===== src/rtl/apb_rr_arbiter.sv =====
// N-to-1 round-robin APB arbiter with a slave-side watchdog.
// The winner's request is replayed as a SETUP/ACCESS pair on the slave bus.
module apb_rr_arbiter #(
  parameter int APB_ADDR_WIDTH = 32,
  parameter int APB_DATA_WIDTH = 32,
  parameter int NUM_MASTERS    = 2,
  parameter int TIMEOUT_CYCLES = 1024
) (
  input  logic                                 clk_i,
  input  logic                                 rst_ni,
  input  logic [NUM_MASTERS*APB_ADDR_WIDTH-1:0] m_paddr_i,
  input  logic [NUM_MASTERS*APB_DATA_WIDTH-1:0] m_pwdata_i,
  input  logic [NUM_MASTERS-1:0]               m_pwrite_i,
  input  logic [NUM_MASTERS-1:0]               m_psel_i,
  input  logic [NUM_MASTERS-1:0]               m_penable_i,
  output logic [NUM_MASTERS*APB_DATA_WIDTH-1:0] m_prdata_o,
  output logic [NUM_MASTERS-1:0]               m_pready_o,
  output logic [NUM_MASTERS-1:0]               m_pslverr_o,
  output logic [APB_ADDR_WIDTH-1:0]            s_paddr_o,
  output logic [APB_DATA_WIDTH-1:0]            s_pwdata_o,
  output logic                                 s_pwrite_o,
  output logic                                 s_psel_o,
  output logic                                 s_penable_o,
  input  logic [APB_DATA_WIDTH-1:0]            s_prdata_i,
  input  logic                                 s_pready_i,
  input  logic                                 s_pslverr_i,
  output logic [NUM_MASTERS-1:0]               grant_o,
  output logic                                 timeout_o
);

  localparam int PW = (NUM_MASTERS > 1) ? $clog2(NUM_MASTERS) : 1;

  localparam logic [1:0] IDLE   = 2'd0;
  localparam logic [1:0] SETUP  = 2'd1;
  localparam logic [1:0] ACCESS = 2'd2;

  localparam bit WD_EN = (TIMEOUT_CYCLES != 0);
  localparam logic [15:0] TO_LAST =
    WD_EN ? 16'(TIMEOUT_CYCLES - 1) : 16'd0;
  localparam logic [PW-1:0] PTR_RST = PW'(NUM_MASTERS - 1);

  logic [1:0]             state;
  logic [PW-1:0]          ptr;
  logic [PW-1:0]          win;
  logic [PW-1:0]          idx;
  logic                   found;
  logic [15:0]            cnt;
  logic [NUM_MASTERS-1:0] grant;
  logic                   wd_abort;
  logic                   unused_penable;

  assign unused_penable = ^m_penable_i;

  assign grant_o     = grant;
  assign s_psel_o    = (state != IDLE);
  assign s_penable_o = (state == ACCESS);

  // Watchdog fires on the last allowed ACCESS cycle without pready
  assign wd_abort = WD_EN && (state == ACCESS)
                 && !s_pready_i && (cnt == TO_LAST);
  assign timeout_o = wd_abort;

  // Pick the first requester after the last owner, wrapping around
  always_comb begin
    win   = '0;
    idx   = '0;
    found = 1'b0;
    for (int k = 1; k <= NUM_MASTERS; k++) begin
      idx = PW'((int'(ptr) + k) % NUM_MASTERS);
      if (!found && m_psel_i[idx]) begin
        win   = idx;
        found = 1'b1;
      end
    end
  end

  // Route the slave response (or a forced error) to the owner only
  always_comb begin
    m_pready_o  = '0;
    m_pslverr_o = '0;
    m_prdata_o  = '0;
    if (state == ACCESS) begin
      if (s_pready_i) begin
        m_pready_o[ptr]  = 1'b1;
        m_pslverr_o[ptr] = s_pslverr_i;
        m_prdata_o[ptr*APB_DATA_WIDTH +: APB_DATA_WIDTH] = s_prdata_i;
      end else if (wd_abort) begin
        m_pready_o[ptr]  = 1'b1;
        m_pslverr_o[ptr] = 1'b1;
      end
    end
  end

  // Transfer FSM, request capture, pointer and watchdog counter
  always_ff @(posedge clk_i or negedge rst_ni) begin
    if (!rst_ni) begin
      state      <= IDLE;
      grant      <= '0;
      ptr        <= PTR_RST;
      cnt        <= '0;
      s_paddr_o  <= '0;
      s_pwdata_o <= '0;
      s_pwrite_o <= 1'b0;
    end else begin
      unique case (state)
        IDLE: begin
          if (found) begin
            s_paddr_o  <= m_paddr_i[win*APB_ADDR_WIDTH +: APB_ADDR_WIDTH];
            s_pwdata_o <= m_pwdata_i[win*APB_DATA_WIDTH +: APB_DATA_WIDTH];
            s_pwrite_o <= m_pwrite_i[win];
            grant      <= NUM_MASTERS'(1) << win;
            ptr        <= win;
            state      <= SETUP;
          end
        end
        SETUP: begin
          cnt   <= '0;
          state <= ACCESS;
        end
        ACCESS: begin
          if (s_pready_i || wd_abort) begin
            state <= IDLE;
            grant <= '0;
          end else if (cnt != 16'hFFFF) begin
            cnt <= cnt + 16'd1;
          end
        end
        default: state <= IDLE;
      endcase
    end
  end

endmodule


===== config.mk =====
export PLATFORM = sky130hd
export DESIGN_NAME = apb_rr_arbiter
export DESIGN_NICKNAME = d
export VERILOG_FILES = /design/src/rtl/apb_rr_arbiter.sv
export SDC_FILE = /design/constraint.sdc
export NUM_CORES = 1
export LEC_CHECK = 0
export ABC_AREA = 0
export BUFFER_PORTS_ARGS = -buffer_cell sky130_fd_sc_hd__buf_2
export CORE_AREA = 2 2 121 123
export DETAILED_ROUTE_END_ITERATION = 7
export DIE_AREA = 0 0 123 125
export PLACE_DENSITY = 0.68
export SLEW_MARGIN = 25
export SYNTH_ARGS = -nofsm -noshare
export SYNTH_HDL_FRONTEND = slang
export SYNTH_SLANG_ARGS = --single-unit

===== constraint.sdc =====
create_clock -name clk_i -period 2.07 [get_ports clk_i]
set_input_delay 0.1035 -clock clk_i [delete_from_list [all_inputs] [get_ports clk_i]]
set_output_delay 0.1035 -clock clk_i [all_outputs]
set_load 0.01 [all_outputs]

Word-level counts from Yosys, hierarchy flattened
Cells that the tools add are included.
W data, S select, Z words.
{"block": "totals", "reg_bits": 86, "latchBits": 0, "mem_bits_rw": 0, "rom_bits": 0, "input_bits": 170, "wordCells": 73, "memories": 0}
{"block": "classes", "add_sub_neg": 4, "multipliers": 0, "div": 0, "n_lt_le_gt_ge": 5, "n_eq_ne": 8, "shifts": 5, "mux": 27, "n_bitwise": 2, "reduce_logical": 15}
{"cell": "$mux W64", "count": 2}
{"cell": "$shiftx A64 B7 Y32", "count": 2}
{"cell": "$and A64 B64 Y64", "count": 1}
{"cell": "$shift A32 B34 Y64 const A", "count": 1}
{"cell": "$shiftx A32 B34 Y64", "count": 1}
{"cell": "$neg A6 Y34", "count": 1}
{"cell": "$mux W16", "count": 2}
{"cell": "$pmux W16 S2", "count": 1}
{"cell": "$add A16 B1 Y16 const B", "count": 1}
{"cell": "$eq A16 B10 Y1 const B", "count": 1}
{"cell": "$mux W2", "count": 8}
{"cell": "$ne A16 B16 Y1 const B", "count": 1}
{"cell": "$mux W1", "count": 11}
{"cell": "$lt A1 B2 Y1 const B", "count": 4}
{"cell": "$pmux W2 S3", "count": 1}
{"cell": "$reduce_and A3 Y1", "count": 2}
{"cell": "$reduce_bool A2 Y1", "count": 3}
{"cell": "$logic_and A1 B1 Y1", "count": 4}
{"cell": "$ne A2 B1 Y1 const B", "count": 2}
{"cell": "$ne A2 B2 Y1 const B", "count": 2}
{"cell": "$pmux W2 S2", "count": 1}
{"cell": "$reduce_and A2 Y1", "count": 2}
{"cell": "$add A1 B1 Y1 const B", "count": 2}
{"cell": "$and A2 B2 Y2", "count": 1}
{"cell": "other kinds (8)", "count": 9}

Longest topological paths before layout
{"block": "logic_depth", "ltp_word": 10, "mapped_depth": 8, "mapped_depth_nobuf": 7}

Worst setup path after synthesis
No wires, ideal clock.
{"block": "synth_timing", "kind": "register -> output", "from": "register cnt[0]", "to": "output port m_pslverr_o[0]", "t_arrival_ns": 1.957, "required_ns": 1.966, "slack_ns": 0.010, "stages_incl_launch_ff": 8, "cell_sequence": "dfrtp_1 > ha_1 > nand3_1 > or3b_1 > buf_6 > o31ai_4 > nor2b_1 > nor2b_1"}
{"block": "synth_via", "elab_chain_len": 5}
{"element": "start, declared", "line_no": "47", "text": "logic [15:0] cnt;"}
{"element": "start signal, assigned", "line_no": "125", "text": "cnt <= cnt + 16'd1;"}
{"element": "$eq A16 B10 Y1", "line_no": "60", "text": "&& !s_pready_i && (cnt == TO_LAST);"}
{"element": "$logic_and A1 B1 Y1", "line_no": "60"}
{"element": "$mux W2", "line_no": "87", "text": "end else if (wd_abort) begin"}
{"element": "$mux W2", "line_no": "83", "text": "if (s_pready_i) begin"}
{"element": "$mux W2", "line_no": "82", "text": "if (state == ACCESS) begin"}
{"element": "end, declared", "line_no": "18", "text": "output logic [NUM_MASTERS-1:0] m_pslverr_o,"}
Every way passes these cells.

Worst setup path in the final report
Same ends and word-level chain as after synthesis.

==> flow_metrics.env <==
export IMPL_h_tree_depth=3
export IMPL_leakagePower_nw=3.72
export IMPL_setup_tns_ns=-0.0854
export IMPL_final_common_cell="buf_2"
export IMPL_wl_mm=13.8
export IMPL_portBuffers=305
export IMPL_synth_edf_count=0
export IMPL_grt_max_degree=53
export IMPL_hold_viol=0
export IMPL_synth_adder_area_share_pct=1.35
export IMPL_netlist_area_leader_share_pct=45.7
export IMPL_status="finished with violations"
export IMPL_drive_gt1_share_pct=43.9
export IMPL_synth_mux_area_share_pct=15.3
export IMPL_cap_violations=0
export IMPL_viasPerCell=4.62
export IMPL_grt_first_pass_wirelength_mm=21.6
export IMPL_min_period_over_period_pct=102
export IMPL_period_needed_ns=2.11
export IMPL_finalSetupViolations=4
export IMPL_area_growth_pct=49.2
export IMPL_drt_iter0_drc=185
export IMPL_start_kind="flop"
export IMPL_holdCritPathClass="input pin to flop"
export IMPL_r2r_setup_slack_ns=-0.01
export IMPL_critPathKind="flop to primary output"
export IMPL_dp_cells=1005
export IMPL_synthFlopType="dfrtp_1"
export IMPL_grt_use_total_pct=17.7
export IMPL_final_area_sq_mm=0.00694
export IMPL_finClkSkew_ns=0.00604
export IMPL_clk_latency_ns=0.33
export IMPL_layout_common_cells="buf_2, nand2_1, dfrtp_1, nor2_1, o21ai_0"
export IMPL_die_w_microns=123
export IMPL_netlist_cell_type_count=45
export IMPL_gp_congestion=0.817
export IMPL_final_util_pct=48.8
export IMPL_synth_area_leaders="dfrtp_1, mux2i_1, nand2_1, o21ai_0, nor2_1"
export IMPL_clkTransAtPathRegs_ns=0.06
export IMPL_r2r_cells=7
export IMPL_fmax_ghz=0.473
export IMPL_synth_compound_area_share_pct=13.6
export IMPL_ys_warn_count=0
export IMPL_clk_path_buf_depth=2
export IMPL_hold_end="s_paddr_o[24]$_DFFE_PN0P_"
export IMPL_die_area_sq_mm=0.0154
export IMPL_yosysTopAreaCell="dfrtp_1"
export IMPL_hold_slack_ns=0.0553
export IMPL_synth_xor_area_share_pct=0
export IMPL_drc_errors=0
export IMPL_clockRootBuffer="clkbuf_16"
export IMPL_finalNetCount=1016
export IMPL_io_pins=308
export IMPL_synth_nets=698
export IMPL_antenna_cells=0
export IMPL_num_rows=44
export IMPL_syn_instance_count=523
export IMPL_start_util_pct=32.7
export IMPL_place_area_sq_mm=0.00655
export IMPL_cts_tree="done"
export IMPL_drt_pass1_iter_count=4
export IMPL_rsz0062_at_grt="true"
export IMPL_worst_slack_ns=-0.0436
export IMPL_finalMaxSlewViolations=0
export IMPL_die_y_microns=125
export IMPL_antenna_found_initial=0
export IMPL_min_delay_start="m_paddr_i[24]"
export IMPL_first_global_vias=4395
export IMPL_vias=4750
export IMPL_end_kind="primary output"
export IMPL_cp_required_ns=1.97
export IMPL_crit_arrival_ns=2.01
export IMPL_wl_per_cell_microns=13.4
export IMPL_coreArea_sq_mm=0.0142
export IMPL_r2r_end="state[1]$_DFFE_PN0P_"
export IMPL_synth_area_per_cell_sq_um=8.89
export IMPL_seq_area_frac_synth_pct=46.3
export IMPL_synth_async_reset_ratio_pct=100
export IMPL_instances_no_fill=1029
export IMPL_clock_sinks=86
export IMPL_cp_max_fo=3
export IMPL_power_mw=8.09
export IMPL_hpwl_mm=10.7
export IMPL_slew_headroom_pct=56.6
export IMPL_peakVddDrop_v=0.000705
export IMPL_synthesis_area_sq_mm=0.00465
export IMPL_synth_simple_area_share_pct=19.9
export IMPL_worstMarginPinSlew_ns=0.648
export IMPL_cts_buffers_inserted=9
export IMPL_ant_nets=0
export IMPL_place_ws_ns=0.0566
export IMPL_power_density_mw_per_mm2=1170
export IMPL_overflow=0
export IMPL_violations="setup timing"
export IMPL_r2r_start="cnt[0]$_DFFE_PN0P_"
export IMPL_synth_seq_cells=86
export IMPL_min_path_cells=3
export IMPL_synth_top_family_by_area="simple AND/OR/NAND/NOR gates"
[logic make-up after synthesis]
logic type,after synthesis
multiplexers,70
adder cells (fa/ha/maj),5
AND/OR/NAND/NOR,222
buffers and inverters,39
flip-flops,86
AO/OA/AOI/OAI,101
[state kept, by name, summed over array words and instances (netlist names)]
| name | count |
|---|---|
| grant_o | 2 |
| s_pwrite_o | 1 |
| state | 2 |
| s_pwdata_o | 32 |
| cnt | 16 |
| s_paddr_o | 32 |
| ptr | 1 |
[cell usage after synthesis (2+ instances only)]
master     number
nand4_1         4
or2_2           2
inv_1           5
mux2i_1        67
nor2_1         77
o2bb2ai_1       7
nand3_1         5
nor2b_1         4
o21ai_0        70
ha_1            5
buf_6           2
nor4_1          4
buf_2           4
a221o_1         2
a22o_1          2
a21oi_1         3
nor3_1          4
o31ai_1         2
o41ai_1         2
nand2b_1        2
dfrtp_1        85
and3_1          6
and2_1          2
buf_1           9
nand2_1       107
mux2_4          2
clkbuf_1       19
or3_1           2
a211o_1         2
[power breakdown]
group	internal (mW)	leakage, nW	switching (mW)
Clock	0.810	0.127	0.641
Combinational	1.60	2.51	2.27
Sequential	2.38	1.08	0.385
Total	4.79	3.72	3.30
[repair_timing]
item                       CTS  global route
buffers inserted             3             5
setup endpoints to repair    7            39
resized for setup            5            10
hold endpoints to repair    42             0
pin swaps                    3             4
hold buffers                 1             0
cloned                       0             0
[area by class of cell]
class                   instances  area (sq um)
fillers                      1401          7270
clock inverters                 3          22.5
clock buffers                  12           236
flip-flops and latches         86          2150
repair buffers                341          1880
multi-input cells             398          2400
well taps                     184           230
inverters                       5          18.8
[worst max-delay path by stage]
| stage | start | cells past startpoint | end | slack (ns) |
|---|---|---|---|---|
| after global placement | cnt[0]$_DFFE_PN0P_ | 6 | state[0]$_DFFE_PN0P_ | 0.10 |
| after CTS | cnt[0]$_DFFE_PN0P_ | 7 | m_pslverr_o[0] | -0.08 |
| after floorplan | cnt[0]$_DFFE_PN0P_ | 7 | m_pslverr_o[0] | 0.01 |
| final | cnt[0]$_DFFE_PN0P_ | 7 | m_pslverr_o[0] | -0.04 |
| after global routing | cnt[1]$_DFFE_PN0P_ | 7 | m_pslverr_o[0] | -0.19 |
| after detailed placement | cnt[1]$_DFFE_PN0P_ | 6 | state[1]$_DFFE_PN0P_ | 0.06 |
[per-layer routing]
| metal | wire [microns] | GRT usage, % | part of all wire [%] | up-vias |
|---|---|---|---|---|
| li1 | - | - | - | 2426 |
| met1 | 5860 | 22.4 | 42 | 2144 |
| met2 | 6850 | 29.6 | 50 | 163 |
| met3 | 839 | 3.65 | 6.1 | 17 |
| met4 | 246 | 6.42 | 1.8 | 0 |
| met5 | 0 | 0 | 0 | - |
[critical path: stages, from the launching register on]
cell	delay [ns]
dfrtp_1	0.35
ha_2	0.19
nand3_2	0.07
or3b_4	0.43
o31ai_4	0.22
nor2b_4	0.18
nor2b_1	0.11
buf_2	0.13
No activity file was read; power rests on OpenSTA's default activity.
